===== config.mk =====
export PLATFORM = sky130hd
export DESIGN_NAME = hazard_stall_controller
export DESIGN_NICKNAME = d
export VERILOG_FILES = /design/src/rtl/hazard_stall_controller.sv
export SDC_FILE = /design/constraint.sdc
export NUM_CORES = 1
export LEC_CHECK = 0
export ABC_AREA = 0
export ABC_CLOCK_PERIOD_IN_PS = 4400
export BUFFER_PORTS_ARGS = -buffer_cell sky130_fd_sc_hd__buf_2
export CORE_AREA = 2 2 124 186
export CTS_BUF_LIST = sky130_fd_sc_hd__clkbuf_2
export CTS_CLUSTER_DIAMETER = 60
export CTS_CLUSTER_SIZE = 16
export DETAILED_ROUTE_END_ITERATION = 7
export DIE_AREA = 0 0 126 188
export SYNTH_ARGS = -nofsm -noshare
export SYNTH_HDL_FRONTEND = slang
export SYNTH_SLANG_ARGS = --single-unit

===== constraint.sdc =====
create_clock -name clk -period 4.4 [get_ports clk]
set_input_delay 0.44 -clock clk [delete_from_list [all_inputs] [get_ports clk]]
set_output_delay 0.44 -clock clk [all_outputs]
set_load 0.005 [all_outputs]

===== src/rtl/hazard_stall_controller.sv =====
// ID-stage hazard controller for the 5-stage MIPS pipeline.
// Keeps a per-register countdown of in-flight writes, stalls ID until each
// producer reaches WB (where the WB->ID forward supplies the data), and
// sequences the single shared mul/div unit.
module hazard_stall_controller #(
  parameter int unsigned CW        = 4,
  parameter int unsigned ALU_WAIT  = 2,
  parameter int unsigned LOAD_WAIT = 2,
  parameter int unsigned MD_WAIT   = 5
) (
  input  logic       clk,
  input  logic       rst,
  input  logic [4:0] RsAddr_id,
  input  logic [4:0] RtAddr_id,
  input  logic       RsUsed_id,
  input  logic       RtUsed_id,
  input  logic       InstValid_id,
  input  logic       RegWrite_id,
  input  logic [4:0] RegWriteAddr_id,
  input  logic [1:0] LatClass_id,
  output logic       Stall_id,
  output logic       PcWrite,
  output logic       IfIdWrite,
  output logic       IdExBubble,
  output logic       MdStart,
  output logic       MdBusy
);

  typedef enum logic {MD_IDLE, MD_BUSY} mdState_t;

  mdState_t      mdState;
  logic [CW-1:0] mdCnt;
  logic [CW-1:0] cnt [1:31];
  logic [CW-1:0] cntView [32];
  logic [CW-1:0] loadVal;
  logic          rawRs;
  logic          rawRt;
  logic          waw;
  logic          structHaz;
  logic          isMd;
  logic          issue;
  logic          issueWrite;

  // r0 has no counter; expose a 32-entry view with entry 0 fixed at zero.
  always_comb begin
    cntView[0] = '0;
    for (int i = 1; i < 32; i++) cntView[i] = cnt[i];
  end

  // Countdown load value for the producer class in ID (reserved class acts as ALU).
  always_comb begin
    loadVal = CW'(ALU_WAIT);
    case (LatClass_id)
      2'd1:    loadVal = CW'(LOAD_WAIT);
      2'd2:    loadVal = CW'(MD_WAIT);
      default: loadVal = CW'(ALU_WAIT);
    endcase
  end

  // Stall terms: only registered state and ID-stage inputs, never WB inputs.
  always_comb begin
    isMd       = (LatClass_id == 2'd2);
    rawRs      = RsUsed_id && (RsAddr_id != 5'd0) && (cntView[RsAddr_id] != '0);
    rawRt      = RtUsed_id && (RtAddr_id != 5'd0) && (cntView[RtAddr_id] != '0);
    waw        = RegWrite_id && (RegWriteAddr_id != 5'd0)
                 && (cntView[RegWriteAddr_id] > loadVal);
    structHaz  = isMd && MdBusy;
    Stall_id   = InstValid_id && (rawRs || rawRt || waw || structHaz);
    issue      = InstValid_id && !Stall_id && !rst;
    issueWrite = issue && RegWrite_id && (RegWriteAddr_id != 5'd0);
    MdStart    = issue && isMd && (mdState == MD_IDLE);
  end

  assign PcWrite    = ~Stall_id;
  assign IfIdWrite  = ~Stall_id;
  assign IdExBubble = Stall_id;
  assign MdBusy     = (mdState == MD_BUSY);

  // Per-register countdown: issuing write reloads, otherwise saturating decrement.
  always_ff @(posedge clk or posedge rst) begin
    if (rst) begin
      for (int i = 1; i < 32; i++) cnt[i] <= '0;
    end else begin
      for (int i = 1; i < 32; i++) begin
        if (issueWrite && (RegWriteAddr_id == 5'(i))) cnt[i] <= loadVal;
        else if (cnt[i] != '0)                        cnt[i] <= cnt[i] - CW'(1);
      end
    end
  end

  // Mul/div occupancy FSM; returns to idle after MD_WAIT busy cycles.
  always_ff @(posedge clk or posedge rst) begin
    if (rst) begin
      mdState <= MD_IDLE;
      mdCnt   <= '0;
    end else begin
      case (mdState)
        MD_IDLE: begin
          if (MdStart) begin
            mdCnt   <= CW'(MD_WAIT);
            mdState <= MD_BUSY;
          end
        end
        MD_BUSY: begin
          mdCnt <= mdCnt - CW'(1);
          if (mdCnt == CW'(1)) mdState <= MD_IDLE;
        end
        default: mdState <= MD_IDLE;
      endcase
    end
  end

endmodule

Yosys cells after proc, flatten, opt, wreduce, memory -nomap -nowiden
Cells that the tools add are included.

word-level totals
  output and inout bits = 6
  input port bits = 23
  bits in registers = 129

cells by class
  bitwise gates (word level) = 5
  mux-type cells = 77
  order comparisons = 4
  $add $sub $neg = 32
  eq/ne operators = 34
  reductions and logical operators = 117

operators with widths
  kind                   count
  $mux W4                69
  $reduce_bool A4 Y1     33
  $sub A4 B1 Y4 const B  32
  $eq A5 B5 Y1 const B   16
  $reduce_bool A2 Y1     31
  $bmux W4 S5            3
  $logic_and A1 B1 Y1    45
  $eq A5 B4 Y1 const B   8
  $eq A5 B3 Y1 const B   4
  $ge A6 B6 Y1 const B   3
  $not A5 Y6             3
  $reduce_bool A5 Y1     3
  $eq A5 B2 Y1 const B   2
  $pmux W4 S2            1
  $eq A5 B1 Y1 const B   1
  $eq A4 B1 Y1 const B   1
  $gt A4 B4 Y1           1
  $logic_or A1 B1 Y1     3
  $mux W3                1
  $eq A2 B2 Y1 const B   1
  $logic_not A1 Y1       2
  $mux W1                2
  $ne A2 B2 Y1 const B   1
  $not A1 Y1             2
  $pmux W1 S2            1

Longest topological paths before layout
Gate-level depths: netlist (run 1).

  depth in word-level cells = 17
  mapped depth = 18
  gate-level depth less buffers = 14

Worst setup path before layout (run 1)
Ideal clock, no wire load.

  kind = in2out
  start = input RegWriteAddr_id[0]
  end = output PcWrite
  required time = 3.960 ns
  arrival = 3.937 ns
  stages on the path = 15
  buffers on the path = 3
  slack = 0.023 ns
  cells stage by stage = buf_2 > buf_1 > mux4_2 > mux4_2 > mux2_2 > ha_1 > nor2b_1 > o21ai_0 > a32oi_1 > o31ai_1 > o21ai_0 > and2_1 > nor2b_1 > nand2b_1 > buf_4

between the ends
  word-level cells in the longest chain between the ends = 10
  elaborated cells between the ends (all ways) = 12
  those cells by class = 1 x order compare; 3 x mux; 2 x bitwise; 6 x reduce/logical

RTL lines
  what                                         line  text
  start: declaration                           19    input logic [4:0] RegWriteAddr_id,
  $not A5 Y6 (not written as such)             66    && (cntView[RegWriteAddr_id] > loadVal);
  $bmux W4 S5                                  66
  $mux W4 (not written as such) (2 in series)  66
  $gt A4 B4 Y1                                 66
  $logic_and A1 B1 Y1 (*)                      66
  $logic_or A1 B1 Y1 (*) (2 in series)         68    Stall_id = InstValid_id && (rawRs || rawRt || waw || structHaz);
  $logic_and A1 B1 Y1 (*)                      68
  $not A1 Y1 (*)                               --
  end: declaration                             22    output logic PcWrite,

Every way passes the cells marked *; elsewhere a longest branch is shown, timed or not. The select of a mux whose other input is x is not followed.

Worst setup path after layout (run 1)
  start = register cnt[53] in the netlist's numbering
  end = output MdStart

between the ends
  word-level cells in the longest chain between the ends = 14
  elaborated cells between the ends (all ways) = 24
  those cells by class = 1 x order compare; 9 x mux; 14 x reduce/logical

RTL lines
  what                                                  line  text
  start: declaration                                    33    logic [CW-1:0] cnt [1:31];
  start signal: indexed assignment                      85    if (issueWrite && (RegWriteAddr_id == 5'(i))) cnt[i] <= loadVal;
  branches (longest 6 deep; another with $gt A4 B4 Y1)  --
  $logic_or A1 B1 Y1 (*) (2 in series)                  68
  $logic_and A1 B1 Y1 (*)                               68
  $logic_not A1 Y1 (*)                                  69    issue = InstValid_id && !Stall_id && !rst;
  $logic_and A1 B1 Y1 (*) (2 in series)                 69
  $logic_and A1 B1 Y1 (*) (2 in series)                 71    MdStart = issue && isMd && (mdState == MD_IDLE);
  end: declaration                                      25    output logic MdStart,

Every way passes the cells marked *. The select of a mux whose other input is x is not followed.

==> flow_summary.ini, run 1 <==
[synthesis]
avgSynthCellArea_um2 = 9.75
synthTopCellsByArea = dfrtp_1 33%, mux4_2 10%, mux2i_1 9.7%
yosys.area.top_type_share_pct = 32.9
synth_nets = 1098
synth_edf_count = 0
ys_async_sr_fraction_pct = 100
yosysTopAreaCell = dfrtp_1
synth_top_flop_cell = dfrtp_1
synth_cell_types = 61
syn_inst = 1008
syn_area_mm2 = 0.00983
ys_ff_latch = 129
yosys_warnings = 0
synth_seq_area_share_pct = 32.9

[critical_path]
cp_data_arrival_time_ns = 3.93
critPathKind = flop to primary output
worst_path_max_delay_cell = dfrtp_2
path_buf_inv = 1
crit_path_max_fanout = 5
reg2reg_setup_slack_ns = 0.54
startpoint_type = flop
crit_chain = mux4_2, mux4_2, mux2_4, ha_4, nor2b_4, o21ai_2, a32oi_2, nor2_2, o21ai_1, and2_4, and4b_1, buf_2
cp_common_cell = mux4_2
end_kind = primary output
cp_data_required_time_ns = 3.96
crit_family = multiplexers
slowest_delay_ns = 0.50

[global_route]
grt_pass1_wl_um = 44400
grt_max_degree = 97
grt-ovfl-total = 0
track_usage_pct = 24.1
antenna_found_initial = 2
grt_pass1_vias = 8234

[clock_network]
insertion_delay_ns = 0.79
clock-sinks = 129
cts_buffer_depth = 2
numCtsBuffers = 17
cts.htree.levels = 4
root_buffer = clkbuf_2
cts_tree = built
path_clk_slew_ns = 0.19

[finish]
seqCellArea_mm2 = 0.00324
final_cell_mix = 119 x dfrtp_1, 103 x nand2_1, 95 x mux2i_1
fillCellCount = 2180
area_growth_pct = 10.3
final_area_mm2 = 0.0108
multi_input_area_mm2 = 0.00616
layout_commonest_cell = dfrtp_1
final_cells = 1345
drive_gt1_share_pct = 18.3
fin_nets = 1144

[job]
max-cap-violations = 0

[detailed_routing]
vias_per_cell = 5.99
ant_nets = 0
firstDrtPassIters = 8
drt_iter0_drc = 601
routed_wl_um = 27600
via_count = 8054
wl_per_cell_um = 20.5
drcViolationCount = 0

[die]
pin_count = 29
start_util_pct = 44.4
rows = 67
die_area_mm2 = 0.0237
dieHeight_um = 188
core_area_mm2 = 0.0221
die_w_um = 126

[timing]
hold_viol_final = 0
rsz0062_at_grt = yes
drv_slew = 0
post-route-min-period_ns = 4.37
clock_skew_ns = 0.0322
tightest_slew_ns = 0.925
period_share_pct = 99.3
relSlewSlack_pct = 38.3
fmax_mhz = 229
setup_viol = 0

[placement]
io_buffers = 28
gp_congestion = 0.905
place_hpwl_um = 19900
placed_area_mm2 = 0.0103
dp_cells = 1291

[hold_path]
hold_class = input port to flop

[pwr]
power_leakage_nw = 5.30
powerDensity_mw_per_mm2 = 690
report.power.total_w = 0.00748
peakVddDrop_uv = 327

[run_status]
status = complete, no violations
## routing by layer
layer | vias up | global-route usage [%] | routed length [um] | share of wire (%)
met4 | 0 | 13.9 | 1560 | 5.7
met5 | - | 0 | 0 | 0
met2 | 263 | 43.2 | 14500 | 52
li1 | 3719 | - | - | -
met3 | 98 | 5.05 | 1520 | 5.5
met1 | 3974 | 26.0 | 10000 | 36
## what timing repair did
item	in CTS	in global routing
endpoints found under the setup margin	5	5
hold endpoints to repair	95	0
pin swaps	5	2
hold buffers	1	0
resized for setup	16	5
buffers inserted	17	2
## final cells by class
| cell class | count | area share [%] |
|---|---|---|
| diodes | 2 | 0.0462 |
| clock buffers | 19 | 0.878 |
| clock inverters | 13 | 1.77 |
| inverters | 77 | 2.71 |
| multi-input cells | 758 | 56.9 |
| flip-flops and latches | 129 | 29.9 |
| well taps | 276 | 3.19 |
| repair buffers | 71 | 4.64 |
## logic make-up (layout without fill, tap and decap cells)
group                    count (synthesis)  after routing  share of synthesized area, %
other                                    0              2                             0
XOR/XNOR                                57             57                          5.08
AND/OR/NAND/NOR                        346            346                          19.1
multiplexers                           150            150                          21.0
AO/OA/AOI/OAI                          138            138                          8.35
adder cells (fa/ha/maj)                 67             67                          8.53
flip-flops                             129            129                          32.9
buffers and inverters                  121            180                          5.11
## final timing paths
kind                        startpoint  endpoint  depth (start not counted)
min                        RegWrite_id   cnt[60]                          5
max                            cnt[53]   MdStart                         12
max in group asynchronous          rst   cnt[53]                          4
min in group asynchronous          rst    cnt[0]                          3
min reg2reg                   mdCnt[2]  mdCnt[2]                          2
max reg2reg                    cnt[53]  cnt[102]                         15
## Yosys cell counts, drive strengths merged (30+ instances only)
library cell / instances
o21ai: 35
nor3: 40
nand2: 103
nor4: 30
xnor2: 32
mux2i: 95
a21oi: 52
ha: 67
dfrtp: 129
or3: 31
nor2: 52
inv: 76
mux4: 44
nand3: 30
## sequential cells by signal, indices dropped and copies added, names as in the netlist
register  count
cnt         124
MdBusy        1
mdCnt         4
## metrics by stage
stage / hold WS (ns) / utilization, % / TNS, ns / setup slack [ns]
floorplan: 0.478 / - / 0 / 0.0234
global placement: 0.498 / 46.7 / 0 / 0.137
detailed placement: 0.511 / 46.7 / 0 / 0.0981
CTS: 0.132 / 48.8 / -0.0254 / -0.0254
global route: 0.176 / 49.0 / -0.674 / -0.147
finish: 0.230 / 49.0 / 0 / 0.0301
## worst min-delay path, delay by kind of cell
family / cells / cell delay [ns]
multiplexers: 1 / 0.08
buffers and inverters: 1 / 0.13
AO/OA/AOI/OAI: 1 / 0.10
AND/OR/NAND/NOR: 2 / 0.24
## where the power goes
part	leakage, nW	internal [W]	switching, W
Clock	0.166	0.000426	0.000472
Sequential	1.53	0.00183	0.000916
Combinational	3.60	0.00193	0.00190
Power figures use the tool's default switching activity.
==> run 2: changes to the inputs <==
--- a/config.mk
+++ b/config.mk
@@ -8,12 +8,12 @@
 export ABC_AREA = 0
 export ABC_CLOCK_PERIOD_IN_PS = 4400
 export BUFFER_PORTS_ARGS = -buffer_cell sky130_fd_sc_hd__buf_2
-export CORE_AREA = 2 2 124 186
+export CORE_AREA = 2 2 151 153
 export CTS_BUF_LIST = sky130_fd_sc_hd__clkbuf_2
 export CTS_CLUSTER_DIAMETER = 60
 export CTS_CLUSTER_SIZE = 16
 export DETAILED_ROUTE_END_ITERATION = 7
-export DIE_AREA = 0 0 126 188
+export DIE_AREA = 0 0 153 155
 export SYNTH_ARGS = -nofsm -noshare
 export SYNTH_HDL_FRONTEND = slang
 export SYNTH_SLANG_ARGS = --single-unit
==> run 2 against run 1 <==
Sequential share of layout area grew 0.070 points. Non-clock buffer count decreased by 3. Cell count is 0.45% higher. Hold slack gained 0.057 ns. Maximum frequency grew 0.31%. Register-to-register slack lost 0.19 ns. Combinational power is 2% lower.
==> flow_summary.ini, run 2 (same netlist as run 1, synthesis figures left out) <==
[run_status]
status = complete, no violations

[timing]
worst_slack_ns = 0.0435
drv_slew = 0
post-route-min-period_ns = 4.36
rsz0062_at_grt = yes
fmax_mhz = 230
period_share_pct = 99.0
setup_viol = 0
relSlewSlack_pct = 50.1
tightest_slew_ns = 0.746
hold_viol_final = 0
clock_skew_ns = 0.0337
fin_setup_tns_ns = 0

[critical_path]
startpoint_type = flop
cp_data_arrival_time_ns = 3.92
r2r-start = cnt[69]
reg2reg_setup_slack_ns = 0.35
critPathKind = flop to primary output
r2r_cells = 15
cp_data_required_time_ns = 3.96
end_kind = primary output
crit_path_max_fanout = 5
reg2reg_to = cnt[72]

[detailed_routing]
via_count = 7819
ant_nets = 0
drt_iter0_drc = 548
firstDrtPassIters = 5
drcViolationCount = 0
wl_per_cell_um = 19.4
routed_wl_um = 26200
vias_per_cell = 5.79

[clock_network]
root_buffer = clkbuf_2
path_clk_slew_ns = 0.22
cts.htree.levels = 4
numCtsBuffers = 17
cts_tree = built
cts_buffer_depth = 2
insertion_delay_ns = 0.73
clock-sinks = 129

[hold_path]
hold_start = RegWriteAddr_id[3]
hold_depth = 3
hold_class = input port to flop
min_to = cnt[103]

[global_route]
antenna_found_initial = 2
grt_pass1_vias = 7733
grt-ovfl-total = 0
grt_max_degree = 77
track_usage_pct = 22.7
grt_pass1_wl_um = 42500

[placement]
dp_cells = 1302
gp_congestion = 0.887
place_hpwl_um = 18800
placed_area_mm2 = 0.0104
io_buffers = 28
pre_cts_ws_ns = 0.0806

[finish]
drive_gt1_share_pct = 17.6
final_cells = 1351
layout_commonest_cell = dfrtp_1
fillCellCount = 2119
multi_input_area_mm2 = 0.00617
area_growth_pct = 9.82
seqCellArea_mm2 = 0.00323
fin_nets = 1141
largest_reg_flops = 124
final_area_mm2 = 0.0108
largest_register = cnt
final_cell_mix = 124 x dfrtp_1, 103 x nand2_1, 95 x mux2i_1

[die]
rows = 55
dieHeight_um = 155
pin_count = 29
die_w_um = 153
start_util_pct = 44.2
core_area_mm2 = 0.0222
die_area_mm2 = 0.0237

[pwr]
peakVddDrop_uv = 202
power_leakage_nw = 5.27
powerDensity_mw_per_mm2 = 673

[job]
max-cap-violations = 0
## run 2: worst max-delay path by stage
stage	from	end	slack, ns	cells after the start
detailed placement	RegWriteAddr_id[0]	cnt[118]	0.08	15
finish	cnt[69]	MdStart	0.04	12
global route	cnt[9]	MdStart	-0.13	12
floorplan	RegWriteAddr_id[0]	PcWrite	0.02	15
global placement	RegWriteAddr_id[0]	cnt[114]	0.10	15
CTS	cnt[69]	MdStart	-0.008	12
## run 2: layer usage
| metal | vias to the layer above | part of all wire [%] | global-route usage, % |
|---|---|---|---|
| met4 | 0 | 1.1 | 5.42 |
| li1 | 3728 | - | - |
| met3 | 22 | 6.3 | 4.99 |
| met2 | 235 | 46 | 35.8 |
| met1 | 3834 | 47 | 32.0 |
| met5 | - | 0 | 0 |
## run 2: layout make-up
cell class / instances / area share [%]
Multi-Input combinational cell: 758 / 57.1
Sequential cell: 129 / 30.0
Timing Repair Buffer: 68 / 4.68
Tap cell: 285 / 3.30
Inverter: 77 / 2.72
Clock inverter: 15 / 1.33
Clock buffer: 17 / 0.789
Antenna cell: 2 / 0.0464
## run 2: critical path, cell delays in order, from the launching register on
cell and delay, ns:
dfrtp_1 0.49, mux4_2 0.49, mux4_2 0.49, mux2_4 0.29
ha_4 0.27, nor2b_4 0.13, o21ai_2 0.06, a32oi_2 0.17
nor2_1 0.09, o21ai_1 0.16, and2_4 0.17, and4b_2 0.25
buf_2 0.13
## run 2: where the power goes
group	leakage (nW)	internal (W)	switching, W
Sequential	1.54	0.00182	0.000924
Combinational	3.60	0.00190	0.00186
Clock	0.133	0.000255	0.000499
## run 2: timing repair
item | in CTS | in global routing
setup endpoints to repair | 5 | 5
hold buffers | 1 | 0
buffers inserted | 12 | 2
pin swaps | 5 | 0
resized for setup | 10 | 9
hold endpoints to repair | 74 | 0
## run 2: per-stage QoR
stage	hold slack, ns	util, %	total power (W)
detailed placement	0.505	46.6	0.00630
global placement	0.505	46.6	0.00623
floorplan	0.478	-	0.00534
finish	0.287	48.5	0.00726
CTS	0.202	48.2	0.00720
global route	0.273	48.5	0.00797
==> run 3: changes to the inputs <==
--- a/config.mk
+++ b/config.mk
@@ -8,12 +8,13 @@
 export ABC_AREA = 0
 export ABC_CLOCK_PERIOD_IN_PS = 4400
 export BUFFER_PORTS_ARGS = -buffer_cell sky130_fd_sc_hd__buf_2
-export CORE_AREA = 2 2 151 153
+export CORE_AREA = 2 2 133 135
 export CTS_BUF_LIST = sky130_fd_sc_hd__clkbuf_2
 export CTS_CLUSTER_DIAMETER = 60
 export CTS_CLUSTER_SIZE = 16
 export DETAILED_ROUTE_END_ITERATION = 7
-export DIE_AREA = 0 0 153 155
+export DIE_AREA = 0 0 135 137
+export PLACE_DENSITY = 0.8
 export SYNTH_ARGS = -nofsm -noshare
 export SYNTH_HDL_FRONTEND = slang
 export SYNTH_SLANG_ARGS = --single-unit
==> run 3 against run 2 <==
Non-clock buffer count fell by 18. Register-to-register slack improved by 0.32 ns. Critical path type unchanged. Highest routed layer is now met5. Critical endpoint unchanged. Hold slack improved by 0.0020 ns. Maximum frequency fell by 0.62%. Via count rose by 3.3%.
==> flow_summary.ini, run 3 (same netlist as run 1, synthesis figures left out) <==
[clock_network]
path_clk_slew_ns = 0.17
clock-sinks = 129
numCtsBuffers = 17
cts.htree.levels = 4
cts_tree = built
root_buffer = clkbuf_2
cts_buffer_depth = 2
insertion_delay_ns = 0.78

[global_route]
grt_max_degree = 69
grt_pass1_vias = 7734
grt_pass1_wl_um = 40600
grt-ovfl-total = 0
antenna_found_initial = 2
track_usage_pct = 28.2

[timing]
setup_viol = 0
drv_slew = 0
relSlewSlack_pct = 47.0
fmax_mhz = 228
clock_skew_ns = 0.0295
hold_viol_final = 0
fin_setup_tns_ns = 0
post-route-min-period_ns = 4.38
worst_slack_ns = 0.0164
rsz0062_at_grt = yes
tightest_slew_ns = 0.795
period_share_pct = 99.6
whs_ns = 0.289

[job]
max-cap-violations = 0

[placement]
io_buffers = 28
pre_cts_ws_ns = 0.107
gp_congestion = 0.944
dp_cells = 1236
place_hpwl_um = 18100

[detailed_routing]
via_count = 8076
firstDrtPassIters = 8
drt_iter0_drc = 895
wl_per_cell_um = 19.5
ant_nets = 0
vias_per_cell = 6.35
routed_wl_um = 24800
drcViolationCount = 0

[critical_path]
end_kind = primary output
reg2reg_to = cnt[102]
crit_path_max_fanout = 6
slowest_delay_ns = 0.51
cp_data_required_time_ns = 3.96
critPathKind = flop to primary output
r2r-start = cnt[65]
r2r_cells = 13
startpoint_type = flop
reg2reg_setup_slack_ns = 0.67
cp_data_arrival_time_ns = 3.94
worst_path_max_delay_cell = mux4_2
crit_chain = mux4_2, mux4_2, mux2_4, ha_4, nor2b_4, o21ai_1, a32oi_1, o31ai_1, o21ai_1, and2_4, and4b_1, buf_2

[hold_path]
hold_start = RegWriteAddr_id[3]
min_to = cnt[11]
hold_class = input port to flop
hold_depth = 3

[finish]
fin_nets = 1123
final_cells = 1272
final_cell_mix = 124 x dfrtp_1, 103 x nand2_1, 95 x mux2i_1
fillCellCount = 1403
drive_gt1_share_pct = 15.3
area_growth_pct = 6.80
layout_commonest_cell = dfrtp_1
largest_register = cnt
largest_reg_flops = 124

[die]
start_util_pct = 57.6
core_area_mm2 = 0.0171
pin_count = 29
die_area_mm2 = 0.0185
dieHeight_um = 137
rows = 48
die_w_um = 135

[pwr]
powerDensity_mw_per_mm2 = 677
report.power.total_w = 0.00711
peakVddDrop_uv = 278
power_leakage_nw = 5.16

[run_status]
status = complete, no violations
[run 3: routing by layer]
metal / wire [um] / global-route usage (%) / up-vias
li1: - / - / 3679
met3: 2210 / 5.37 / 59
met2: 11600 / 44.5 / 416
met5: 47 / 0 / -
met1: 10400 / 38.8 / 3919
met4: 651 / 10.6 / 3
[run 3: worst max-delay path by stage]
stage / from / cells after the start / slack [ns] / end
final: cnt[65] / 12 / 0.02 / MdStart
after global routing: cnt[77] / 12 / -0.07 / MdStart
after CTS: cnt[77] / 13 / 0.006 / IfIdWrite
after detailed placement: RegWriteAddr_id[0] / 14 / 0.11 / cnt[102]
after global placement: RegWriteAddr_id[0] / 13 / 0.17 / MdStart
after floorplan: RegWriteAddr_id[0] / 15 / 0.02 / PcWrite
[run 3: where the power goes]
| group | switching, W | total (W) | internal [W] |
|---|---|---|---|
| logic | 0.00185 | 0.00365 | 0.00181 |
| clock network | 0.000444 | 0.000693 | 0.000250 |
| registers | 0.000937 | 0.00276 | 0.00183 |
| total | 0.00323 | 0.00711 | 0.00388 |
[run 3: worst max-delay path: cells and delay by family (launching register included)]
family,cells,cell delay (ns)
buf+inv,1,0.12
compound gates,4,0.55
flops,1,0.47
mux,3,1.31
fa+ha+maj,1,0.22
simple gates,3,0.53
[run 3: final cells by class]
cell class                 instances  area (um2)  area share, %
multi-input combinational        758        6130           58.4
sequential                       129        3230           30.8
timing repair buffer              50         358           3.41
inverter                          77         292           2.78
tap                              225         282           2.68
clock buffer                      20         100          0.954
clock inverter                    11        96.3          0.918
antenna                            2        5.00         0.0477
[run 3: what timing repair did]
item | 4_1_cts | 5_1_grt
pin swaps | 3 | 3
gates resized for setup | 4 | 8
setup endpoints to repair | 5 | 5
hold buffers | 1 | 0
buffers inserted | 2 | 0
hold endpoints to repair | 61 | 0
[run 3: stage by stage]
stage,util [%],area [um2]
after global routing,61.5,10500
after CTS,61.3,10500
after global placement,60.0,10200
after detailed placement,60.0,10200
after floorplan,-,9830
final,61.5,10500
